**config.mk**
```make
export PLATFORM = sky130hd
export DESIGN_NAME = fetch_unit_flat
export DESIGN_NICKNAME = d
export VERILOG_FILES = /design/src/rtl/cpu_pkg.sv /design/src/rtl/fetch_unit_if.sv /design/src/rtl/fetch_unit_pc_reg.sv /design/src/rtl/fetch_unit.sv /design/src/flat_wrapper.sv
export SDC_FILE = /design/constraint.sdc
export NUM_CORES = 1
export LEC_CHECK = 0
export CORE_UTILIZATION = 47
export CTS_CLUSTER_SIZE = 14
export DETAILED_ROUTE_END_ITERATION = 16
export GPL_TIMING_DRIVEN = 0
export PLACE_DENSITY = 0.79
export SYNTH_ARGS = -nofsm -noshare
export SYNTH_HDL_FRONTEND = slang
export SYNTH_SLANG_ARGS = --single-unit
```
**constraint.sdc**
```tcl
create_clock -name clk -period 2.3 [get_ports clk]
set_input_delay 0.345 -clock clk [delete_from_list [all_inputs] [get_ports clk]]
set_output_delay 0.345 -clock clk [all_outputs]
set_load 0.02 [all_outputs]
```
**src/rtl/cpu_pkg.sv**
```systemverilog
// Shared definitions for the fetch stage: default widths, reset PC and FSM states.
package cpu_pkg;

  localparam int unsigned ADDR_W_DEF   = 8;
  localparam int unsigned INSTR_W_DEF  = 16;
  localparam int unsigned RESET_PC_DEF = 0;

  typedef enum logic [1:0] {
    ISSUE = 2'd0,
    WAIT  = 2'd1,
    HOLD  = 2'd2,
    DRAIN = 2'd3
  } fetch_state_t;

endpackage

```
**src/rtl/fetch_unit_if.sv**
```systemverilog
// Instruction-memory request/response bus between the fetch stage and memory.
interface fetch_unit_if #(
  parameter int unsigned ADDR_W  = 8,
  parameter int unsigned INSTR_W = 16
);
  logic               imem_req;
  logic [ADDR_W-1:0]  imem_addr;
  logic [INSTR_W-1:0] imem_rdata;
  logic               imem_valid;

  modport master (output imem_req, output imem_addr, input imem_rdata, input imem_valid);
  modport slave  (input imem_req, input imem_addr, output imem_rdata, output imem_valid);
endinterface

```
**src/rtl/fetch_unit_pc_reg.sv**
```systemverilog
// Program counter: reset > load (redirect) > inc (delivery); increment wraps modulo 2^ADDR_W.
module pc_reg
  import cpu_pkg::*;
#(
  parameter int unsigned       ADDR_W   = ADDR_W_DEF,
  parameter logic [ADDR_W-1:0] RESET_PC = ADDR_W'(RESET_PC_DEF)
) (
  input  logic              clk,
  input  logic              reset,
  input  logic              load,
  input  logic              inc,
  input  logic [ADDR_W-1:0] target,
  output logic [ADDR_W-1:0] pc
);

  always_ff @(posedge clk) begin
    if (reset)     pc <= RESET_PC;
    else if (load) pc <= target;
    else if (inc)  pc <= pc + 1'b1;
  end

endmodule

```
**src/rtl/fetch_unit.sv**
```systemverilog
// Fetch stage: issues one request at a time, buffers a stalled response and
// handles branch redirects, delivering words to the instruction register.
module fetch_unit
  import cpu_pkg::*;
#(
  parameter int unsigned       ADDR_W   = ADDR_W_DEF,
  parameter int unsigned       INSTR_W  = INSTR_W_DEF,
  parameter logic [ADDR_W-1:0] RESET_PC = ADDR_W'(RESET_PC_DEF)
) (
  input  logic               clk,
  input  logic               reset,
  input  logic               stall,
  input  logic               branch_taken,
  input  logic [ADDR_W-1:0]  branch_target,
  fetch_unit_if.master       imem,
  output logic [INSTR_W-1:0] instruction_out,
  output logic               ir_load_en,
  output logic [ADDR_W-1:0]  fetch_pc,
  output logic [ADDR_W-1:0]  pc_out
);

  fetch_state_t       state;
  logic [INSTR_W-1:0] hold_buf;
  logic [ADDR_W-1:0]  pc;
  logic               deliver_wait;
  logic               deliver_hold;

  always_comb begin
    deliver_wait = 1'b0;
    deliver_hold = 1'b0;
    if (!branch_taken && !stall) begin
      deliver_wait = (state == WAIT) && imem.imem_valid;
      deliver_hold = (state == HOLD);
    end
  end

  pc_reg #(
    .ADDR_W   (ADDR_W),
    .RESET_PC (RESET_PC)
  ) u_pc_reg (
    .clk    (clk),
    .reset  (reset),
    .load   (branch_taken),
    .inc    (deliver_wait | deliver_hold),
    .target (branch_target),
    .pc     (pc)
  );

  assign imem.imem_req  = (state == ISSUE) && !branch_taken && !reset;
  assign imem.imem_addr = pc;
  assign pc_out         = pc;

  always_ff @(posedge clk) begin
    if (reset) begin
      state           <= ISSUE;
      instruction_out <= '0;
      ir_load_en      <= 1'b0;
      fetch_pc        <= '0;
      hold_buf        <= '0;
    end else begin
      ir_load_en <= 1'b0;
      case (state)
        ISSUE: if (!branch_taken) state <= WAIT;
        WAIT: begin
          if (branch_taken) begin
            state <= imem.imem_valid ? ISSUE : DRAIN;
          end else if (imem.imem_valid) begin
            if (!stall) begin
              instruction_out <= imem.imem_rdata;
              fetch_pc        <= pc;
              ir_load_en      <= 1'b1;
              state           <= ISSUE;
            end else begin
              hold_buf <= imem.imem_rdata;
              state    <= HOLD;
            end
          end
        end
        HOLD: begin
          if (branch_taken) begin
            state <= ISSUE;
          end else if (!stall) begin
            instruction_out <= hold_buf;
            fetch_pc        <= pc;
            ir_load_en      <= 1'b1;
            state           <= ISSUE;
          end
        end
        // The discarded response always ends the drain, even alongside a further
        // redirect: no second response will follow, so staying would deadlock.
        DRAIN: if (imem.imem_valid) state <= ISSUE;
        default: state <= ISSUE;
      endcase
    end
  end

endmodule

```
**src/flat_wrapper.sv**
```systemverilog
// flat-port wrapper written by rule: the top's interface ports become plain ports
module fetch_unit_flat import cpu_pkg::*;
#(
  parameter int unsigned       ADDR_W   = ADDR_W_DEF,
  parameter int unsigned       INSTR_W  = INSTR_W_DEF,
  parameter logic [ADDR_W-1:0] RESET_PC = ADDR_W'(RESET_PC_DEF)
)
  (clk, reset, stall, branch_taken, branch_target, instruction_out, ir_load_en, fetch_pc, pc_out, imem_imem_req, imem_imem_addr, imem_imem_rdata, imem_imem_valid);
  fetch_unit_if #(.ADDR_W(ADDR_W), .INSTR_W(INSTR_W)) imem_i ();
  input  logic clk;
  input  logic reset;
  input  logic stall;
  input  logic branch_taken;
  input  logic [ADDR_W-1:0] branch_target;
  output logic [INSTR_W-1:0] instruction_out;
  output logic ir_load_en;
  output logic [ADDR_W-1:0] fetch_pc;
  output logic [ADDR_W-1:0] pc_out;
  output wire logic [$bits(imem_i.imem_req)-1:0] imem_imem_req;
  output wire logic [$bits(imem_i.imem_addr)-1:0] imem_imem_addr;
  input wire logic [$bits(imem_i.imem_rdata)-1:0] imem_imem_rdata;
  input wire logic [$bits(imem_i.imem_valid)-1:0] imem_imem_valid;
  assign imem_imem_req = imem_i.imem_req;
  assign imem_imem_addr = imem_i.imem_addr;
  assign imem_i.imem_rdata = imem_imem_rdata;
  assign imem_i.imem_valid = imem_imem_valid;
  fetch_unit #(.ADDR_W(ADDR_W), .INSTR_W(INSTR_W), .RESET_PC(RESET_PC)) u_core (.clk(clk), .reset(reset), .stall(stall), .branch_taken(branch_taken), .branch_target(branch_target), .imem(imem_i), .instruction_out(instruction_out), .ir_load_en(ir_load_en), .fetch_pc(fetch_pc), .pc_out(pc_out));
endmodule
```
==> results of run 1 <==
worst max-delay path, cell delays in order (launching register included):
cell,delay (ns)
sky130_fd_sc_hd__dfxtp_1,0.43
sky130_fd_sc_hd__inv_1,0.11
sky130_fd_sc_hd__ha_1,0.29
sky130_fd_sc_hd__a22oi_2,0.42
sky130_fd_sc_hd__clkbuf_1,0.43
sky130_fd_sc_hd__a21oi_1,0.16
sky130_fd_sc_hd__a211oi_2,0.21
stage by stage:
step                instance area (sq um)  hold slack (ns)
floorplan                            2450            0.436
global placement                     3220            0.441
detailed placement                   3220            0.446
CTS                                  3320            0.459
global route                         3330            0.480
finish                               3330            0.459
power breakdown:
group	switching, mW	leakage [nW]	internal, mW
clock network	0.288	0.0513	0.319
logic	0.503	0.720	0.431
registers	0.0736	0.416	0.982
total	0.864	1.19	1.73
final cells by class:
type                            instances  area [sq um]
Inverter                                4          15.0
Buffer                                 25           141
Multi-Input combinational cell        183          1270
Timing Repair Buffer                   69           689
Tap cell                               67          83.8
Clock buffer                            6          72.6
Sequential cell                        51          1020
Fill cell                             427          1550
Clock inverter                          1          30.0
cells in the mapped netlist, drive strengths merged:
library cell  count
dfxtp            51
nand2            38
a21oi            37
mux2i            25
a211oi           23
buf              15
nor2             13
clkbuf           10
ha                7
nor3              5
o21ai             5
xnor2             5
inv               4
nor2b             4
nor4              3
o21bai            3
a22oi             2
nor3b             2
nor4b             2
a21o              1
a311oi            1
and2              1
and3              1
nand3             1
nand3b            1
nand4             1
o31ai             1
or3b              1
cell usage in the layout, fill, tap and decap left out, types with 2 or more instances in the layout:
cell type,netlist,layout
sky130_fd_sc_hd__nor4_2,2,2
sky130_fd_sc_hd__nor3b_1,2,2
sky130_fd_sc_hd__clkdlybuf4s50_1,0,68
sky130_fd_sc_hd__buf_2,4,4
sky130_fd_sc_hd__nor3_2,3,3
sky130_fd_sc_hd__ha_1,7,7
sky130_fd_sc_hd__clkbuf_1,10,10
sky130_fd_sc_hd__mux2i_1,25,25
sky130_fd_sc_hd__buf_4,9,9
sky130_fd_sc_hd__inv_1,3,3
sky130_fd_sc_hd__xnor2_1,5,5
sky130_fd_sc_hd__a211oi_2,10,10
sky130_fd_sc_hd__nand2_1,38,38
sky130_fd_sc_hd__nor3_1,2,2
sky130_fd_sc_hd__dfxtp_1,51,51
sky130_fd_sc_hd__clkbuf_8,0,5
sky130_fd_sc_hd__nor2_1,13,13
sky130_fd_sc_hd__o21bai_1,3,3
sky130_fd_sc_hd__a211oi_1,13,13
sky130_fd_sc_hd__nor2b_1,4,4
sky130_fd_sc_hd__o21ai_0,3,3
sky130_fd_sc_hd__a21oi_1,36,36
worst paths after layout:
path                                                      start                                endpoint  slack, ns  cells after the start
worst min-delay path            u_core.hold_buf[0]$_SDFFE_PP0P_         u_core.hold_buf[0]$_SDFFE_PP0P_       0.46                      2
worst max-delay path               u_core.state[1]$_SDFFE_PP0P_  u_core.instruction_out[5]$_SDFFE_PP0P_       0.17                      6
worst min register to register  u_core.hold_buf[0]$_SDFFE_PP0P_         u_core.hold_buf[0]$_SDFFE_PP0P_       0.46                      2
worst max register to register     u_core.state[1]$_SDFFE_PP0P_  u_core.instruction_out[5]$_SDFFE_PP0P_       0.17                      6
what timing repair did:
item                       CTS  global route
gates resized for setup      1             2
setup endpoints to repair    1            10
buffers inserted             0             0
routing by layer:
| layer | vias to the layer above | track usage, % | routed length (um) |
|---|---|---|---|
| met5 | - | 0 | 0 |
| met4 | 0 | 5.77 | 53 |
| met3 | 5 | 4.20 | 249 |
| met2 | 56 | 39.2 | 2820 |
| met1 | 958 | 27.0 | 2530 |
| li1 | 1072 | - | - |
logic make-up after synthesis:
group           Yosys count  synth area share [%]
flops                    51                  41.7
fa+ha+maj                 7                  3.58
xor+xnor                  5                  1.79
buf+inv                  29                  6.34
compound gates           73                  20.7
simple gates             73                  15.7
mux                      25                  10.2
==> load_flow_metrics.sql, run 1 <==
INSERT INTO impl_metrics (metric_group, metric, value, unit) VALUES
('run_status', 'run_status', 'finished, final reports clean', ''),
('yosys', 'ys_ff_latch', '51', ''),
('clocking', 'cts_tree', 'done', ''),
('sta', 'min_period_over_period', '92.7', '%'),
('routing', 'post_drt_wl_per_cell', '13.9', 'um'),
('hold_path', 'holdCritPathClass', 'flop to flop', ''),
('global_routing', 'maximum_number_of_pins_on_one_net_before_global_route_repair', '15', ''),
('global_routing', 'wire_length_of_the_first_global_routing_pass', '9270', 'um'),
('routing', 'via_per_inst', '5.15', ''),
('yosys', 'yosys.cell_types.count', '40', ''),
('floorplanning', 'initial_core_utilization', '50.2', '%'),
('pwr', 'peak_supply_drop', '0.465', 'mV'),
('placement', 'dp.cells', '399', ''),
('global_routing', 'grt_antenna_before_repair', '0', ''),
('sta', 'max-slew-margin-rel', '53.3', '%'),
('global_routing', 'grtUsageTotal', '21.9', '%'),
('floorplanning', 'dieHeight', '74.2', 'um'),
('sta', 'totalNegativeSetupSlack', '0', 'ns'),
('yosys', 'synth_top_cells_by_area', 'sky130_fd_sc_hd__dfxtp_1, sky130_fd_sc_hd__mux2i_1, sky130_fd_sc_hd__a21oi_1', ''),
('placement', 'port-buffer-count', '69', ''),
('sta', 'worst_clock_skew', '0.00603', 'ns'),
('yosys', 'postSynthCellCount', '263', ''),
('floorplanning', 'std_cell_rows', '25', ''),
('clocking', 'cts.root.buffer_cell', 'sky130_fd_sc_hd__clkbuf_8', ''),
('critical_path', 'cp_max_fo', '10', ''),
('final_layout', 'final_nets', '375', ''),
('critical_path', 'timing.critical_path.arrival', '2.36', 'ns'),
('clocking', 'clock_sinks', '51', ''),
('yosys', 'post_synth_top_area_share', '41.7', '%'),
('sta', 'final_max_slew_viol_count', '0', ''),
('floorplanning', 'die_w', '74.2', 'um'),
('clocking', 'max_buffers_root_to_sink', '2', ''),
('floorplanning', 'fp.dieArea', '5500', 'sq um'),
('global_routing', 'grt_pass1_vias', '2001', ''),
('pwr', 'p_leak', '1.19', 'nW'),
('global_routing', 'grt_overflow_total', '0', ''),
('clocking', 'numCtsBuffers', '5', ''),
('sta', 'maxClockFrequency', '0.469', 'GHz'),
('critical_path', 'type_of_origin_of_the_critical_path', 'flop', ''),
('placement', 'place.detailed.hpwl', '4180', 'um'),
('yosys', 'synth_warnings', '0', ''),
('critical_path', 'required_time_of_the_critical_path', '2.53', 'ns'),
('run', 'cap_viol_max_count', '0', ''),
('sta', 'unrepaired_setup_endpoints_after_global_routing', 'false', ''),
('final_layout', 'antenna_cells_inserted', '0', ''),
('yosys', 'synth_sequential_area_ratio', '41.7', '%'),
('sta', 'final-setup-viol-count', '0', ''),
('clocking', 'postCtsHoldBufs', '0', ''),
('critical_path', 'critPathCaptureType', 'flop', ''),
('routing', 'drt.antenna.violating_nets', '0', ''),
('final_layout', 'synthToLayoutAreaGrowth', '35.8', '%'),
('routing', 'detail_route.iter0.violations', '76', ''),
('final_layout', 'largestRegisters', 'u_core.hold_buf: 16 flops, u_core.instruction_out: 16 flops', ''),
('critical_path', 'critical_path_start_end_classification', 'flop to flop', ''),
('pwr', 'power', '2.60', 'mW'),
('placement', 'routabilityCongestion', '0.771', ''),
('floorplanning', 'top_level_ports', '71', ''),
('final_layout', 'stdcell_count', '406', ''),
('yosys', 'netlist_area', '2450', 'sq um'),
('yosys', 'post_synth.cell_area_avg', '9.31', 'sq um'),
('floorplanning', 'core_region_area', '4880', 'sq um'),
('placement', 'place_worst_setup_slack', '-0.0150', 'ns'),
('yosys', 'synthDominantAreaCellType', 'sky130_fd_sc_hd__dfxtp_1', ''),
('clocking', 'worstSkewPairLatency', '0.31', 'ns'),
('routing', 'via_count', '2091', ''),
('final_layout', 'utilization', '68.2', '%'),
('routing', 'routed_wirelength', '5660', 'um'),
('final_layout', 'layout_cells_sized_above_1', '12.7', '%'),
('yosys', 'syn-num-nets', '299', ''),
('routing', 'drt_first_pass_iters', '6', ''),
('clocking', 'clk_pin_slew', '0.09', 'ns'),
('routing', 'route.detailed.drc', '0', ''),
('sta', 'report.final.hold_viol_count', '0', ''),
('sta', 'fin_ws', '0.167', 'ns'),
('clocking', 'clock_tree.htree_level_count', '2', ''),
('sta', 'finalWorstPathRequiredPeriod', '2.13', 'ns'),
('sta', 'tightestPinTransition', '0.701', 'ns'),
('pwr', 'pwr_density_cell', '781', 'nW/um^2');
(Power assumes the default switching activity.)
==> inputs of run 2 (changes only) <==
--- a/config.mk
+++ b/config.mk
@@ -10,6 +10,7 @@
 export DETAILED_ROUTE_END_ITERATION = 16
 export GPL_TIMING_DRIVEN = 0
 export PLACE_DENSITY = 0.79
+export SKIP_CTS_REPAIR_TIMING = 1
 export SYNTH_ARGS = -nofsm -noshare
 export SYNTH_HDL_FRONTEND = slang
 export SYNTH_SLANG_ARGS = --single-unit
==> constraint.sdc (replaced) <==
create_clock -name clk -period 2.11 [get_ports clk]
set_input_delay 0.3165 -clock clk [delete_from_list [all_inputs] [get_ports clk]]
set_output_delay 0.3165 -clock clk [all_outputs]
set_load 0.02 [all_outputs]
==> run 2 against run 1 <==
  * Sequential power is 8% higher
  * Fmax up 7.3%
  * Non-clock buffer count did not move
  * First-iteration DRC count down 11%
  * Sequential cell count stayed put
  * Register-to-register slack lost 0.05 ns
  * Worst setup slack worse by 0.046 ns
  * Final area grew 0.23%
  * Critical endpoint unchanged
==> load_flow_metrics.sql, run 2 (synthesis gave the netlist of run 1 again) <==
INSERT INTO impl_metrics (metric_group, metric, value, unit) VALUES
('sta', 'maxClockFrequency', '0.503', 'GHz'),
('pwr', 'pwr_density_cell', '850', 'nW/um^2'),
('clocking', 'clock_sinks', '51', ''),
('final_layout', 'layout_common_cells', 'sky130_fd_sc_hd__clkdlybuf4s50_1, sky130_fd_sc_hd__dfxtp_1, sky130_fd_sc_hd__nand2_1, sky130_fd_sc_hd__a21oi_1, sky130_fd_sc_hd__mux2i_1', ''),
('run_status', 'run_status', 'finished, final reports clean', ''),
('routing', 'drt_first_pass_iters', '4', ''),
('floorplanning', 'initial_core_utilization', '50.2', '%'),
('clocking', 'cts.root.buffer_cell', 'sky130_fd_sc_hd__clkbuf_8', ''),
('placement', 'place_worst_setup_slack', '-0.148', 'ns'),
('final_layout', 'synthToLayoutAreaGrowth', '36.1', '%'),
('sta', 'final-setup-viol-count', '0', ''),
('pwr', 'p_leak', '1.20', 'nW'),
('sta', 'final_max_slew_viol_count', '0', ''),
('global_routing', 'grt_antenna_before_repair', '0', ''),
('critical_path', 'critPathCaptureType', 'flop', ''),
('final_layout', 'antenna_cells_inserted', '0', ''),
('final_layout', 'register_area', '1020', 'sq um'),
('critical_path', 'slowest_cell_on_crit_path', 'sky130_fd_sc_hd__dfxtp_1', ''),
('sta', 'min_period_over_period', '94.3', '%'),
('global_routing', 'grtUsageTotal', '21.9', '%'),
('routing', 'via_count', '2093', ''),
('critical_path', 'cpPeakStageDelay', '0.43', 'ns'),
('sta', 'max-slew-margin-rel', '53.4', '%'),
('floorplanning', 'dieHeight', '74.2', 'um'),
('final_layout', 'final_nets', '375', ''),
('floorplanning', 'std_cell_rows', '25', ''),
('clocking', 'clock_tree.htree_level_count', '2', ''),
('critical_path', 'required_time_of_the_critical_path', '2.28', 'ns'),
('routing', 'route.detailed.drc', '0', ''),
('floorplanning', 'fp.dieArea', '5500', 'sq um'),
('final_layout', 'largestRegisters', 'u_core.hold_buf: 16 flops, u_core.instruction_out: 16 flops', ''),
('hold_path', 'holdCritPathClass', 'flop to flop', ''),
('global_routing', 'wire_length_of_the_first_global_routing_pass', '9260', 'um'),
('routing', 'post_drt_wl_per_cell', '13.9', 'um'),
('routing', 'routed_wirelength', '5660', 'um'),
('sta', 'report.final.hold_viol_count', '0', ''),
('sta', 'tightestPinTransition', '0.699', 'ns'),
('global_routing', 'maximum_number_of_pins_on_one_net_before_global_route_repair', '15', ''),
('sta', 'worst_clock_skew', '0.00575', 'ns'),
('placement', 'port-buffer-count', '69', ''),
('global_routing', 'grt_pass1_vias', '2001', ''),
('critical_path', 'cp_cell_sequence', 'inv_1 > ha_1 > a22oi_2 > and2_1 > buf_2 > buf_6 > a211oi_2', ''),
('final_layout', 'layout_cells_sized_above_1', '13.6', '%'),
('floorplanning', 'top_level_ports', '71', ''),
('clocking', 'max_buffers_root_to_sink', '2', ''),
('final_layout', 'final.fill_count', '427', ''),
('final_layout', 'utilization', '68.3', '%'),
('clocking', 'cts_tree', 'done', ''),
('run', 'cap_viol_max_count', '0', ''),
('sta', 'fin_ws', '0.121', 'ns'),
('sta', 'unrepaired_setup_endpoints_after_global_routing', 'false', ''),
('floorplanning', 'core_region_area', '4880', 'sq um'),
('clocking', 'worstSkewPairLatency', '0.30', 'ns'),
('routing', 'drt.antenna.violating_nets', '0', ''),
('floorplanning', 'die_w', '74.2', 'um'),
('clocking', 'numCtsBuffers', '5', ''),
('routing', 'via_per_inst', '5.16', ''),
('placement', 'routabilityCongestion', '0.771', ''),
('placement', 'post_dp_cell_area', '3220', 'sq um'),
('routing', 'detail_route.iter0.violations', '68', ''),
('global_routing', 'grt_overflow_total', '0', ''),
('placement', 'place.detailed.hpwl', '4180', 'um'),
('final_layout', 'multiInputGateArea', '1270', 'sq um'),
('final_layout', 'final_instance_area', '3330', 'sq um'),
('pwr', 'peak_supply_drop', '0.510', 'mV'),
('clocking', 'clk_pin_slew', '0.09', 'ns'),
('critical_path', 'cp_max_fo', '10', ''),
('sta', 'finalWorstPathRequiredPeriod', '1.99', 'ns'),
('critical_path', 'timing.critical_path.arrival', '2.16', 'ns'),
('critical_path', 'type_of_origin_of_the_critical_path', 'flop', ''),
('critical_path', 'critical_path_start_end_classification', 'flop to flop', ''),
('final_layout', 'leading_cell_type_in_the_layout_fill_and_taps_excluded', 'sky130_fd_sc_hd__clkdlybuf4s50_1', '');
==> run 2: worst paths after layout <==
| check | start | to | slack, ns | cells past startpoint |
|---|---|---|---|---|
| worst max-delay path | u_core.state[1]$_SDFFE_PP0P_ | u_core.instruction_out[5]$_SDFFE_PP0P_ | 0.12 | 7 |
| worst min-delay path | u_core.hold_buf[12]$_SDFFE_PP0P_ | u_core.hold_buf[12]$_SDFFE_PP0P_ | 0.46 | 2 |
| worst max register to register | u_core.state[1]$_SDFFE_PP0P_ | u_core.instruction_out[5]$_SDFFE_PP0P_ | 0.12 | 7 |
| worst min register to register | u_core.hold_buf[12]$_SDFFE_PP0P_ | u_core.hold_buf[12]$_SDFFE_PP0P_ | 0.46 | 2 |
==> run 2: through the flow <==
step	TNS (ns)	hold slack, ns	total power, mW	cells
global placement	-0.889	0.441	2.17	399
global route	0	0.480	2.97	406
detailed placement	-1.48	0.446	2.19	399
floorplan	0	0.436	1.81	263
finish	0	0.458	2.83	406
CTS	-0.892	0.459	2.85	406
==> run 2: final cells by class <==
cell class | count | area share (%)
Multi-Input combinational cell | 183 | 38.2
Sequential cell | 51 | 30.7
Timing Repair Buffer | 69 | 20.8
Buffer | 25 | 4.28
Tap cell | 67 | 2.52
Clock buffer | 6 | 2.18
Clock inverter | 1 | 0.901
Inverter | 4 | 0.450
==> run 2: routing by layer <==
metal,track usage (%),routed length (um),vias up
li1,-,-,1070
met2,39.1,2810,63
met4,5.77,53,0
met1,27.0,2500,955
met3,4.20,299,5
met5,0,0,-
==> run 2: worst max-delay path, delay by kind of cell, from the launching register on <==
| family | cells | cell delay, ns |
|---|---|---|
| simple gates | 1 | 0.18 |
| flops | 1 | 0.43 |
| fa+ha+maj | 1 | 0.29 |
| buf+inv | 3 | 0.48 |
| compound gates | 2 | 0.47 |
==> run 2: report_power, final <==
group | internal [mW] | leakage, nW | switching, mW
sequential | 1.07 | 0.416 | 0.0807
combinational | 0.473 | 0.732 | 0.547
clock | 0.348 | 0.0513 | 0.313
total | 1.89 | 1.20 | 0.941
